File: config.mk
export PLATFORM = sky130hd
export DESIGN_NAME = boot_loader
export DESIGN_NICKNAME = d
export VERILOG_FILES = /design/src/rtl/boot_loader.sv
export SDC_FILE = /design/constraint.sdc
export NUM_CORES = 1
export LEC_CHECK = 0
export CAP_MARGIN = 20
export CORE_ASPECT_RATIO = 1.4
export CORE_MARGIN = 4
export CORE_UTILIZATION = 48
export CTS_CLUSTER_SIZE = 24
export DETAILED_ROUTE_END_ITERATION = 6
export DONT_BUFFER_PORTS = 1
export SLEW_MARGIN = 0
export SYNTH_ARGS = -nofsm -noshare
export SYNTH_HDL_FRONTEND = slang
export SYNTH_SLANG_ARGS = --single-unit
File: constraint.sdc
create_clock -name clk -period 2.4 [get_ports clk]
set_input_delay 0.48 -clock clk [delete_from_list [all_inputs] [get_ports clk]]
set_output_delay 0.48 -clock clk [all_outputs]
set_load 0.005 [all_outputs]
File: src/rtl/boot_loader.sv
`default_nettype none
// ============================================================================
// Module      : boot_loader
// Description : Writer side of the instruction memory. Receives a byte
//               stream (count_hi, count_lo, 4*count big-endian data bytes,
//               XOR checksum byte), writes each assembled 32-bit word to
//               consecutive word addresses from BASE_ADDRESS, and releases
//               the processor from reset once the checksum matches.
// Revision    : 1.0 - initial release
// ----------------------------------------------------------------------------
// Ports:
//   clk           in   1  system clock, rising edge
//   reset         in   1  synchronous active-high reset
//   byte_valid_i  in   1  source presents a byte
//   byte_data_i   in   8  stream byte
//   byte_ready_o  out  1  loader accepts a byte this cycle
//   imem_we_o     out  1  one-cycle program-memory write strobe
//   imem_addr_o   out 32  byte address of the word being written
//   imem_wdata_o  out 32  instruction word being written
//   core_reset_o  out  1  active-high processor reset
//   done_o        out  1  load completed, checksum OK
//   error_o       out  1  load aborted
// Optional feature macro: BOOT_LOADER_TIMEOUT_EN
//   When defined, an inter-byte timeout of TIMEOUT_CYCLES clocks in the
//   LEN_LO, DATA and CHECK states sends the loader to ERROR.
// ============================================================================
module boot_loader #(
  parameter int          MEMORY_DEPTH   = 32,
  parameter logic [31:0] BASE_ADDRESS   = 32'h0040_0000,
  parameter int          TIMEOUT_CYCLES = 1000
) (
  input  logic        clk,
  input  logic        reset,
  input  logic        byte_valid_i,
  input  logic [7:0]  byte_data_i,
  output logic        byte_ready_o,
  output logic        imem_we_o,
  output logic [31:0] imem_addr_o,
  output logic [31:0] imem_wdata_o,
  output logic        core_reset_o,
  output logic        done_o,
  output logic        error_o
);

  typedef enum logic [2:0] {
    S_LEN_HI = 3'd0,
    S_LEN_LO = 3'd1,
    S_DATA   = 3'd2,
    S_WRITE  = 3'd3,
    S_CHECK  = 3'd4,
    S_DONE   = 3'd5,
    S_ERROR  = 3'd6
  } state_t;

  // Widened by one bit so a 16-bit count of 0xFFFF compares correctly.
  localparam logic [16:0] MAX_COUNT = 17'(MEMORY_DEPTH);

  state_t      state_q, state_d;
  logic [15:0] count_q, count_d;
  logic [15:0] index_q, index_d;
  logic [1:0]  lane_q,  lane_d;
  logic [31:0] word_q,  word_d;
  logic [7:0]  csum_q,  csum_d;
  logic [31:0] addr_q,  addr_d;
  logic [31:0] wdata_q, wdata_d;

  logic accept;

  assign byte_ready_o = (state_q == S_LEN_HI) || (state_q == S_LEN_LO) ||
                        (state_q == S_DATA)   || (state_q == S_CHECK);
  assign accept       = byte_valid_i && byte_ready_o;

  assign imem_we_o    = (state_q == S_WRITE);
  assign imem_addr_o  = addr_q;
  assign imem_wdata_o = wdata_q;
  assign done_o       = (state_q == S_DONE);
  assign error_o      = (state_q == S_ERROR);
  assign core_reset_o = (state_q != S_DONE);

`ifdef BOOT_LOADER_TIMEOUT_EN
  localparam int TMO_W = $clog2(TIMEOUT_CYCLES + 1);

  logic [TMO_W-1:0] tmo_q;
  logic             timed;
  logic             tmo_hit;

  // LEN_HI is deliberately excluded: the loader waits forever for a stream.
  assign timed   = (state_q == S_LEN_LO) || (state_q == S_DATA) ||
                   (state_q == S_CHECK);
  assign tmo_hit = timed && !accept &&
                   (tmo_q == TMO_W'(TIMEOUT_CYCLES - 1));

  // Any cycle outside the timed states (notably WRITE) clears the counter.
  always_ff @(posedge clk) begin
    if (reset) begin
      tmo_q <= '0;
    end else if (!timed || accept) begin
      tmo_q <= '0;
    end else begin
      tmo_q <= tmo_q + 1'b1;
    end
  end
`endif

  always_comb begin
    state_d = state_q;
    count_d = count_q;
    index_d = index_q;
    lane_d  = lane_q;
    word_d  = word_q;
    csum_d  = csum_q;
    addr_d  = addr_q;
    wdata_d = wdata_q;

    case (state_q)
      S_LEN_HI: begin
        if (accept) begin
          count_d = {byte_data_i, 8'h00};
          state_d = S_LEN_LO;
        end
      end

      S_LEN_LO: begin
        if (accept) begin
          count_d = {count_q[15:8], byte_data_i};
          if ({1'b0, count_d} > MAX_COUNT) begin
            state_d = S_ERROR;
          end else if (count_d == 16'd0) begin
            state_d = S_CHECK;
          end else begin
            state_d = S_DATA;
          end
        end
      end

      S_DATA: begin
        if (accept) begin
          word_d = {word_q[23:0], byte_data_i};
          csum_d = csum_q ^ byte_data_i;
          lane_d = lane_q + 2'd1;
          if (lane_q == 2'd3) begin
            // Address and data are latched here so they are stable for the
            // whole WRITE cycle and then hold until the next word.
            addr_d  = BASE_ADDRESS + {14'd0, index_q, 2'b00};
            wdata_d = word_d;
            state_d = S_WRITE;
          end
        end
      end

      S_WRITE: begin
        index_d = index_q + 16'd1;
        lane_d  = 2'd0;
        state_d = (index_d == count_q) ? S_CHECK : S_DATA;
      end

      S_CHECK: begin
        if (accept) begin
          state_d = (byte_data_i == csum_q) ? S_DONE : S_ERROR;
        end
      end

      S_DONE:  state_d = S_DONE;
      S_ERROR: state_d = S_ERROR;
      default: state_d = S_ERROR;
    endcase

`ifdef BOOT_LOADER_TIMEOUT_EN
    if (tmo_hit) begin
      state_d = S_ERROR;
    end
`endif
  end

  always_ff @(posedge clk) begin
    if (reset) begin
      state_q <= S_LEN_HI;
      count_q <= '0;
      index_q <= '0;
      lane_q  <= '0;
      word_q  <= '0;
      csum_q  <= '0;
      addr_q  <= BASE_ADDRESS;
      wdata_q <= '0;
    end else begin
      state_q <= state_d;
      count_q <= count_d;
      index_q <= index_d;
      lane_q  <= lane_d;
      word_q  <= word_d;
      csum_q  <= csum_d;
      addr_q  <= addr_d;
      wdata_q <= wdata_d;
    end
  end

endmodule
`default_nettype wire
==> results of run 1 <==
-- power groups by stage --
| stage | Combinational (uW) | Clock [uW] | Sequential, uW |
|---|---|---|---|
| 2_1_floorplan | 333 | 0 | 2080 |
| 3_3_place_gp | 332 | 0 | 2110 |
| 3_5_place_dp | 338 | 0 | 2110 |
| 4_1_cts | 340 | 2670 | 2070 |
| 5_1_grt | 389 | 2750 | 2080 |
| 6_report | 339 | 2630 | 2070 |
-- kinds of logic after synthesis --
| family | after synthesis |
|---|---|
| AND/OR/NAND/NOR | 282 |
| adder cells (fa/ha/maj) | 3 |
| AO/OA/AOI/OAI | 119 |
| other | 2 |
| buffers and inverters | 66 |
| XOR/XNOR | 49 |
| flip-flops | 117 |
| multiplexers | 2 |
-- routing by layer --
metal | vias to the layer above | wire, microns | GRT usage
li1 | 2064 | - | -
met1 | 1934 | 4850 | 0.224
met2 | 84 | 6560 | 0.376
met3 | 36 | 501 | 0.0569
met4 | 0 | 469 | 0.117
met5 | - | 0 | 0
-- per-stage QoR --
| stage | util | hold WS (ns) | power [uW] |
|---|---|---|---|
| after CTS | 0.550 | 0.121 | 5080 |
| after detailed placement | 0.490 | 0.442 | 2450 |
| after global placement | 0.490 | 0.439 | 2440 |
| after global routing | 0.550 | 0.125 | 5210 |
| final | 0.550 | 0.139 | 5030 |
| after floorplan | - | 0.432 | 2410 |
-- layout make-up --
cell class | count | area [sq um] | area share
Clock buffer | 20 | 437 | 0.0767
Timing Repair Buffer | 12 | 103 | 0.0180
Multi-Input combinational cell | 471 | 2430 | 0.427
Clock inverter | 12 | 179 | 0.0314
Sequential cell | 117 | 2340 | 0.412
Tap cell | 138 | 173 | 0.0303
Inverter | 8 | 30.0 | 0.00528
-- flip-flops by register name, summed over array words and instances, names as in the netlist --
register and count:
index_q 16, lane_q 2, state_q 3, csum_q 8, imem_wdata_o 32, word_q 24
imem_addr_o 16, count_q 16
-- worst register-to-register path, stage by stage, from the launching register on --
cell and delay, ns:
dfxtp_1 0.52, nand3_1 0.20, or4_1 0.54, a21oi_1 0.15, o2111ai_1 0.19, o41ai_2 0.34, o2bb2ai_1 0.14
-- worst paths after layout --
check,startpoint,depth (start not counted),to,slack [ns]
setup reg to reg,index_q[4],6,state_q[2],0.27
hold reg to reg,word_q[20],2,word_q[20],0.45
setup / recovery,state_q[0],5,imem_we_o,0.17
hold / removal,reset,1,imem_wdata_o[28],0.14
-- layout by cell type, fill, tap and decap left out, types with 3 or more instances in the layout --
cell / synthesis / routed
nor3_1: 13 / 13
nor4_1: 5 / 5
and3_1: 3 / 3
buf_4: 17 / 11
o21ai_0: 5 / 5
xor2_1: 23 / 23
xnor2_1: 25 / 25
nand2_1: 191 / 191
nand4_1: 4 / 4
nor3b_1: 3 / 3
or3_1: 4 / 4
inv_1: 6 / 6
bufinv_16: 0 / 4
dfxtp_1: 117 / 117
a21oi_1: 95 / 95
clkbuf_16: 0 / 17
conb_1: 2 / 16
clkinvlp_4: 0 / 3
nand3_1: 20 / 20
nor2_1: 26 / 26
clkbuf_1: 23 / 3
==> reports/metrics.csv, run 1 <==
metric;value;unit
Synth cell types;53;
CP Buf/Inv Count;4;
Crit path max-delay family;buffers and inverters;
Routed Antenna Nets;0;
CTS tree;built;
post-synth top area cell;dfxtp_1;
Int Power;3870;uW
Seq pwr share;0.411;
Req. time, crit path;1.92;ns
PnR worst setup slack;0.174;ns
Synth top cells by count;nand2_1 (191), dfxtp_1 (117), a21oi_1 (95), nor2_1 (26), xnor2_1 (25);
Leak;0.00196;uW
vias in the first global route;4022;
Port Buf Inserts;0;
top-count cell post-synth;nand2_1;
status;finished, final reports clean;
syn_area_per_cell;7.88;sq um
Die Span Y;129;microns
max_cap viols;0;
worst min-delay path class;input pin to flip-flop;
Design Area, Final;0.00569;sq mm
startpoint types;flip-flop;
Clk pin slew, worst setup/hold paths;0.05;ns
Die ar.;0.0122;sq mm
Setup Fix Bufs, Post-CTS;0;
Avg WL per Cell;15.9;microns
setup TNS after final layout;0;ns
GRT Residual Overflow;0;
# fillers;1000;
Synth warnings;0;
cts-stage hold buffer count;0;
Yosys reg bits;117;
CP Cell Sequence;buf_4 -> nand3_1 -> buf_4 -> inv_2 -> buf_4;
Net Switching;1160;uW
Slowest-stage cell, CP;dfxtp_1;
initial antenna violation count;0;
clock skew;0.00640;ns
row cnt;44;
RSZ-0062 raised after global routing;no;
sequential cell area fraction in the yosys report;0.465;
# resized after CTS;0;
Cells after Synth;640;
Total GRT Usage;0.212;
CP endpoint kind;output port;
top cells by area, synth;dfxtp_1 (46%), nand2_1 (14%), a21oi_1 (9.4%), xnor2_1 (4.3%), xor2_1 (4.0%);
number of inserted diodes;0;
initial core utilization;0.487;
Power Dens Cells;884;mW/mm^2
Slew Limit Headroom;0.666;
combinational share of power;0.067;
most used cell, CP;buf_4;
mux contribution to synthesized area;0.00397;
Sink Count;117;
FMAX;0.449;GHz
Arrival @ worst endpoint;1.75;ns
Slew Limit Fails;0;
# IOs;80;
drt initial violations;220;
Cell Area, Placed;0.00507;sq mm
Setup CP Type;flip-flop to output port;
clock power share;0.522;
Synth Area in Adders;0.00695;
Placed Instances;746;
final setup violating endpoints;0;
simple-gate area share of the yosys netlist;0.239;
H-tree depth;4;
Worst-Skew Late Latency;0.41;ns
layout cell share with drive strength beyond 1;0.0750;
Root Buffer;clkbuf_16;
Finished Layout Cells;778;
asr flop ratio synth;0;
Vias/cell;5.29;
Syn-to-layout area delta;12.9;%
crit path max fanout;12;
period utilisation layout;0.928;
hpwl dp;8490;microns
Die X-Extent;94.6;microns
gpl congestion;0.927;
Clock Tree Buf Depth;2;
area of the core;0.0103;sq mm
Net Sw Frac;0.231;
Fin. Hold Viols;0;
min Tclk post-route;2.23;ns
Num CTS Buffers;17;
first drt pass iteration count;4;
top cell type's share of synthesized area;0.465;
Mapped Area;0.00504;sq mm
ys flop type;dfxtp_1;
vias;4118;
worst slew pin tran;0.501;ns
Remaining DRCs;0;
Post-Synth XOR/XNOR Area;0.0866;
pre-CTS setup slack;0.303;ns
largest family of logic cells by synthesized area;simple AND/OR/NAND/NOR gates;
post-synthesis compound-gate area fraction;0.133;
slowest stage delay, CP;0.52;ns
EDFF count, synth;0;
pin count of the biggest net entering global routing;119;
Peak VDD IR;0.663;mV
Final nets;640;
first-pass GRT wire length;19800;microns
WL final;12400;microns
(Power assumes the default switching activity.)
==> run 2, diff against run 1 <==
--- a/config.mk
+++ b/config.mk
@@ -6,7 +6,6 @@
 export NUM_CORES = 1
 export LEC_CHECK = 0
 export CAP_MARGIN = 20
-export CORE_ASPECT_RATIO = 1.4
 export CORE_MARGIN = 4
 export CORE_UTILIZATION = 48
 export CTS_CLUSTER_SIZE = 24
==> run 2 against run 1 <==
  * Sequential power barely moved
  * Non-clock buffer count rose by 2
  * Via count rose by 0.63%
  * First-iteration DRC count rose by 25%
  * Critical endpoint is now state_q[2]
==> reports/metrics.csv, run 2 (same netlist as run 1, synthesis figures left out) <==
metric;value;unit;change
Die X-Extent;110;microns;+17%
hpwl dp;8320;microns;-2.1%
Req. time, crit path;2.83;ns;+0.91 ns
multi-input logic area;0.00243;sq mm;unchanged
# IOs;80;;unchanged
GRT Residual Overflow;0;;unchanged
Port Buf Inserts;0;;unchanged
worst r2r src;index_q[1];;
Clock Tree Buf Depth;2;;unchanged
Peak VDD IR;0.420;mV;-37%
worst min-delay path class;input pin to flip-flop;;
max_cap viols;0;;unchanged
first drt pass iteration count;4;;unchanged
clock skew;0.00960;ns;+0.00320 ns
Seq pwr share;0.425;;+0.014
Worst-Skew Late Latency;0.51;ns;+0.10 ns
final setup violating endpoints;0;;unchanged
WHS;0.0395;ns;-0.100 ns
Num CTS Buffers;17;;unchanged
PnR worst setup slack;0.276;ns;+0.102 ns
pre-CTS setup slack;0.276;ns;-0.0266 ns
Routed Antenna Nets;0;;unchanged
crit path max fanout;6;;-6
row cnt;37;;-16%
Die ar.;0.0122;sq mm;-0.18%
WL final;12200;microns;-1.6%
Sink Count;117;;unchanged
number of inserted diodes;0;;unchanged
Die Span Y;110;microns;-15%
initial core utilization;0.491;;+0.00344
initial antenna violation count;0;;unchanged
vias in the first global route;3921;;-2.5%
Arrival @ worst endpoint;2.56;ns;+0.81 ns
H-tree depth;4;;unchanged
area of the core;0.0103;sq mm;-0.70%
Leak;0.00195;uW;-0.68%
Avg WL per Cell;15.7;microns;-1.6%
worst slew pin tran;0.502;ns;+0.00153 ns
vias;4144;;+0.63%
min Tclk post-route;2.12;ns;-0.102 ns
combinational share of power;0.071;;+0.004
status;finished, final reports clean;;
Fin. Hold Viols;0;;unchanged
Total GRT Usage;0.200;;-0.0114
FF+latch area;0.00234;sq mm;about the same
Clk pin slew, worst setup/hold paths;0.06;ns;about the same
flip-flop count of the largest register after layout;32;;unchanged
period utilisation layout;0.885;;-0.0425
worst r2r dst;state_q[2];;
most frequent cells in the layout;nand2_1 (191), dfxtp_1 (116), a21oi_1 (95);;
CTS tree;built;;
pin count of the biggest net entering global routing;119;;unchanged
crit path from;index_q[1];;
Vias/cell;5.33;;+0.63%
FMAX;0.471;GHz;+4.8%
cts-stage hold buffer count;0;;unchanged
Slew Limit Fails;0;;unchanged
Power Dens Cells;858;mW/mm^2;-3.0%
Syn-to-layout area delta;12.2;%;
Slew Limit Headroom;0.665;;-0.00102
layout cell share with drive strength beyond 1;0.0826;;+0.00755
Int Power;3690;uW;-4.7%
worst setup path end;state_q[2];;
Tot Pwr;4860;uW;-3.5%
CP endpoint kind;flip-flop;;
Root Buffer;clkbuf_8;;
# fillers;1001;;+0.10%
startpoint types;flip-flop;;
most common cell after layout, fill and taps aside;nand2_1;;
RSZ-0062 raised after global routing;no;;
Net Switching;1160;uW;+0.23%
Final nets;642;;+0.31%
drt initial violations;274;;+25%
Net Sw Frac;0.239;;+0.00898
worst-case reg-to-reg path depth;7;;+1
first-pass GRT wire length;20200;microns;+1.7%
clock power share;0.503;;-0.019
gpl congestion;0.834;;-10%
R2R setup slack;0.28;ns;about the same
Setup CP Type;flip-flop to flip-flop;;
Remaining DRCs;0;;unchanged
setup TNS after final layout;0;ns;unchanged
==> run 2: changes by cell type in the layout (fill, tap and decap cells not counted), moves of 2 or more <==
cell / delta
buf_4: +3
clkinv_4: -2
clkbuf_8: +4
clkinvlp_4: +3
clkbuf_1: -2
bufinv_16: -2
==> run 2: how the worst min path moves through the flow <==
stage	start	endpoint	slack, ns	cells after the start
final	reset	imem_wdata_o[1]	0.04	1
after global routing	reset	imem_addr_o[17]	0.009	1
after CTS	reset	imem_wdata_o[28]	0.02	1
after detailed placement	word_q[19]	word_q[19]	0.44	2
after global placement	word_q[18]	word_q[18]	0.44	2
after floorplan	word_q[16]	imem_wdata_o[24]	0.43	2
==> run 2: cell type report <==
| type | count | area share |
|---|---|---|
| clock buffer | 21 | 0.0811 |
| clock inverter | 11 | 0.0219 |
| inverter | 8 | 0.00531 |
| multi-input combinational | 471 | 0.429 |
| sequential | 117 | 0.414 |
| tap | 136 | 0.0301 |
| timing repair buffer | 14 | 0.0186 |
==> run 2: critical path, cell delays in order (launching register included) <==
cell and delay (ns):
dfxtp_1 0.42, ha_1 0.26, and3_1 0.25, nand2_1 0.14, a2111oi_2 0.28, o2111ai_1 0.20, o41ai_2 0.36, o2bb2ai_1 0.14
==> run 2: per-stage QoR <==
step / std cells / instance area (sq um) / utilization
after floorplan: 654 / 5090 / -
after global placement: 746 / 5070 / 0.494
final: 778 / 5660 / 0.551
after global routing: 778 / 5660 / 0.551
after CTS: 778 / 5660 / 0.551
after detailed placement: 746 / 5070 / 0.494
==> run 2: metal layers <==
layer	up-vias	share of wire	global-route usage
met1	1936	0.48	0.277
met2	125	0.44	0.298
met4	0	0.014	0.0608
met5	-	0	0
li1	2071	-	-
met3	12	0.068	0.0647
==> run 2: power by group through the flow <==
| stage | sequential [uW] | clock (uW) | combinational, uW |
|---|---|---|---|
| final | 2070 | 2440 | 347 |
| after global placement | 2100 | 0 | 338 |
| after CTS | 2060 | 2480 | 345 |
| after global routing | 2070 | 2600 | 388 |
| after floorplan | 2080 | 0 | 333 |
| after detailed placement | 2100 | 0 | 342 |
==> run 2: repair_timing <==
action                                 in CTS  in global routing
endpoints found under the hold margin       0                  0
setup buffers                               0                  0
setup endpoints to repair                   0                  1
resized for setup                           0                  1
==> run 3, diff against run 2 <==
--- a/config.mk
+++ b/config.mk
@@ -5,7 +5,7 @@
 export SDC_FILE = /design/constraint.sdc
 export NUM_CORES = 1
 export LEC_CHECK = 0
-export CAP_MARGIN = 20
+export CAP_MARGIN = 5
 export CORE_MARGIN = 4
 export CORE_UTILIZATION = 48
 export CTS_CLUSTER_SIZE = 24
==> constraint.sdc (replaced) <==
create_clock -name clk -period 2.36 [get_ports clk]
set_input_delay 0.472 -clock clk [delete_from_list [all_inputs] [get_ports clk]]
set_output_delay 0.472 -clock clk [all_outputs]
set_load 0.005 [all_outputs]
==> run 3 against run 2 <==
  * Final cell count down 0.13%
  * Worst hold slack worse by 0.013 ns
  * Power rose by 5.3%
  * First-iteration DRC count is 43% higher
  * Setup slack got worse by 0.13 ns
  * Die area is the same
  * Count of clock-buffer cells in the layout up 1
  * Via count up 0.17%
  * Design area up 0.75%
  * Clock skew shrank 0.0020 ns
  * Largest cell class unchanged
==> reports/metrics.csv, run 3 (same netlist as run 1, synthesis figures left out) <==
metric;value;unit;change
Worst-Skew Late Latency;0.51;ns;about the same
Peak VDD IR;0.454;mV;+8.0%
crit path from;index_q[5];;
period utilisation layout;0.939;;+0.0539
hpwl dp;8310;microns;-0.12%
initial core utilization;0.491;;unchanged
first drt pass iteration count;5;;+1
Vias/cell;5.34;;+0.30%
Placed Instances;745;;-0.13%
Finished Layout Cells;777;;-0.13%
Syn-to-layout area delta;13.1;%;
multi-input logic area;0.00244;sq mm;+0.46%
Port Buf Inserts;0;;unchanged
drt initial violations;391;;+43%
max_cap viols;0;;unchanged
Leak;0.00198;uW;+1.8%
Req. time, crit path;2.80;ns;-0.03 ns
most common cell after layout, fill and taps aside;nand2_1;;
final setup violating endpoints;0;;unchanged
Setup Fix Bufs, Post-CTS;0;;unchanged
Root Buffer;clkbuf_8;;
WL final;12100;microns;-0.86%
GRT Residual Overflow;0;;unchanged
row cnt;37;;unchanged
Routed Antenna Nets;0;;unchanged
Tot Pwr;5110;uW;+5.3%
Avg WL per Cell;15.5;microns;-0.73%
Hold Crit Start;reset;;
pin count of the biggest net entering global routing;119;;unchanged
Slew Limit Headroom;0.560;;-0.105
startpoint types;flip-flop;;
Clk pin slew, worst setup/hold paths;0.05;ns;about the same
initial antenna violation count;0;;unchanged
worst slew pin tran;0.658;ns;+0.156 ns
Die Span Y;110;microns;unchanged
Final nets;642;;unchanged
Remaining DRCs;0;;unchanged
Num CTS Buffers;17;;unchanged
FMAX;0.451;GHz;-4.1%
Die ar.;0.0122;sq mm;unchanged
first-pass GRT wire length;19500;microns;-3.0%
vias in the first global route;3702;;-5.6%
Power Dens Cells;897;mW/mm^2;+4.5%
Arrival @ worst endpoint;2.66;ns;+0.10 ns
worst min-delay path class;input pin to flip-flop;;
number of inserted diodes;0;;unchanged
CP endpoint kind;flip-flop;;
Total GRT Usage;0.197;;-0.00364
crit path max fanout;10;;+4
layout cell share with drive strength beyond 1;0.0811;;-0.00143
vias;4151;;+0.17%
Clock Tree Buf Depth;2;;unchanged
min Tclk post-route;2.22;ns;+0.0918 ns
flip-flop count of the largest register after layout;32;;unchanged
FF+latch area;0.00234;sq mm;unchanged
area of the core;0.0103;sq mm;unchanged
Slew Limit Fails;0;;unchanged
gpl congestion;0.847;;+1.5%
RSZ-0062 raised after global routing;no;;
most frequent cells in the layout;nand2_1 (191), dfxtp_1 (116), a21oi_1 (95);;
Sink Count;117;;unchanged
clock skew;0.00764;ns;-0.00196 ns
# fillers;1008;;+0.70%
Die X-Extent;110;microns;unchanged
CTS tree;built;;
worst r2r src;index_q[5];;
pre-CTS setup slack;0.166;ns;-0.111 ns
WHS;0.0264;ns;-0.0132 ns
status;finished, final reports clean;;
# IOs;80;;unchanged
PnR worst setup slack;0.144;ns;-0.132 ns
Setup CP Type;flip-flop to flip-flop;;
Fin. Hold Viols;0;;unchanged
setup TNS after final layout;0;ns;unchanged
H-tree depth;4;;unchanged
-- run 3: cell count changes in the layout (fill, tap and decap cells not counted), sizes merged --
cell / change
clkinvlp: -6
bufinv: +2
clkinv: +2
buf: -1
clkbuf: +1
dlygate4sd3: +1
-- run 3: worst paths after layout --
| kind | endpoint | slack (ns) | cells after the start |
|---|---|---|---|
| worst max-delay path | state_q[2] | 0.14 | 6 |
| worst min-delay path | imem_wdata_o[30] | 0.03 | 1 |
| worst max register to register | state_q[2] | 0.14 | 6 |
| worst min register to register | imem_wdata_o[26] | 0.45 | 2 |
-- run 3: timing repair --
item	4_1_cts	5_1_grt
hold endpoints to repair	0	5
resized for setup	0	3
setup endpoints to repair	0	1
hold buffers	0	1
-- run 3: report_power, final --
group / internal (uW) / switching (uW) / total, uW
Sequential: 2030 / 69.6 / 2100
Clock: 1790 / 871 / 2660
Combinational: 139 / 211 / 351
Total: 3960 / 1150 / 5110
-- run 3: layout make-up --
| class | count | area share |
|---|---|---|
| clock buffers | 22 | 0.0812 |
| clock inverters | 9 | 0.0261 |
| inverters | 8 | 0.00527 |
| multi-input cells | 471 | 0.428 |
| flip-flops and latches | 117 | 0.411 |
| well taps | 136 | 0.0298 |
| repair buffers | 14 | 0.0189 |
-- run 3: metal layers --
layer,up-vias,GRT usage,routed length [microns]
met4,0,0.0640,137
met3,16,0.0729,887
met1,1921,0.283,5920
met5,-,0,0
met2,135,0.271,5130
li1,2079,-,-
-- run 3: per-stage QoR --
step | area (sq um) | util
5_1_grt | 5700 | 0.555
2_1_floorplan | 5090 | -
3_5_place_dp | 5070 | 0.493
6_report | 5700 | 0.555
3_3_place_gp | 5070 | 0.493
4_1_cts | 5680 | 0.553
-- run 3: worst max-delay path, stage by stage, from the launching register on --
cell       delay [ns]
dfxtp_1          0.51
nand3_1          0.23
or4_1            0.54
a21oi_1          0.13
o2111ai_1        0.22
o41ai_2          0.37
o2bb2ai_1        0.15
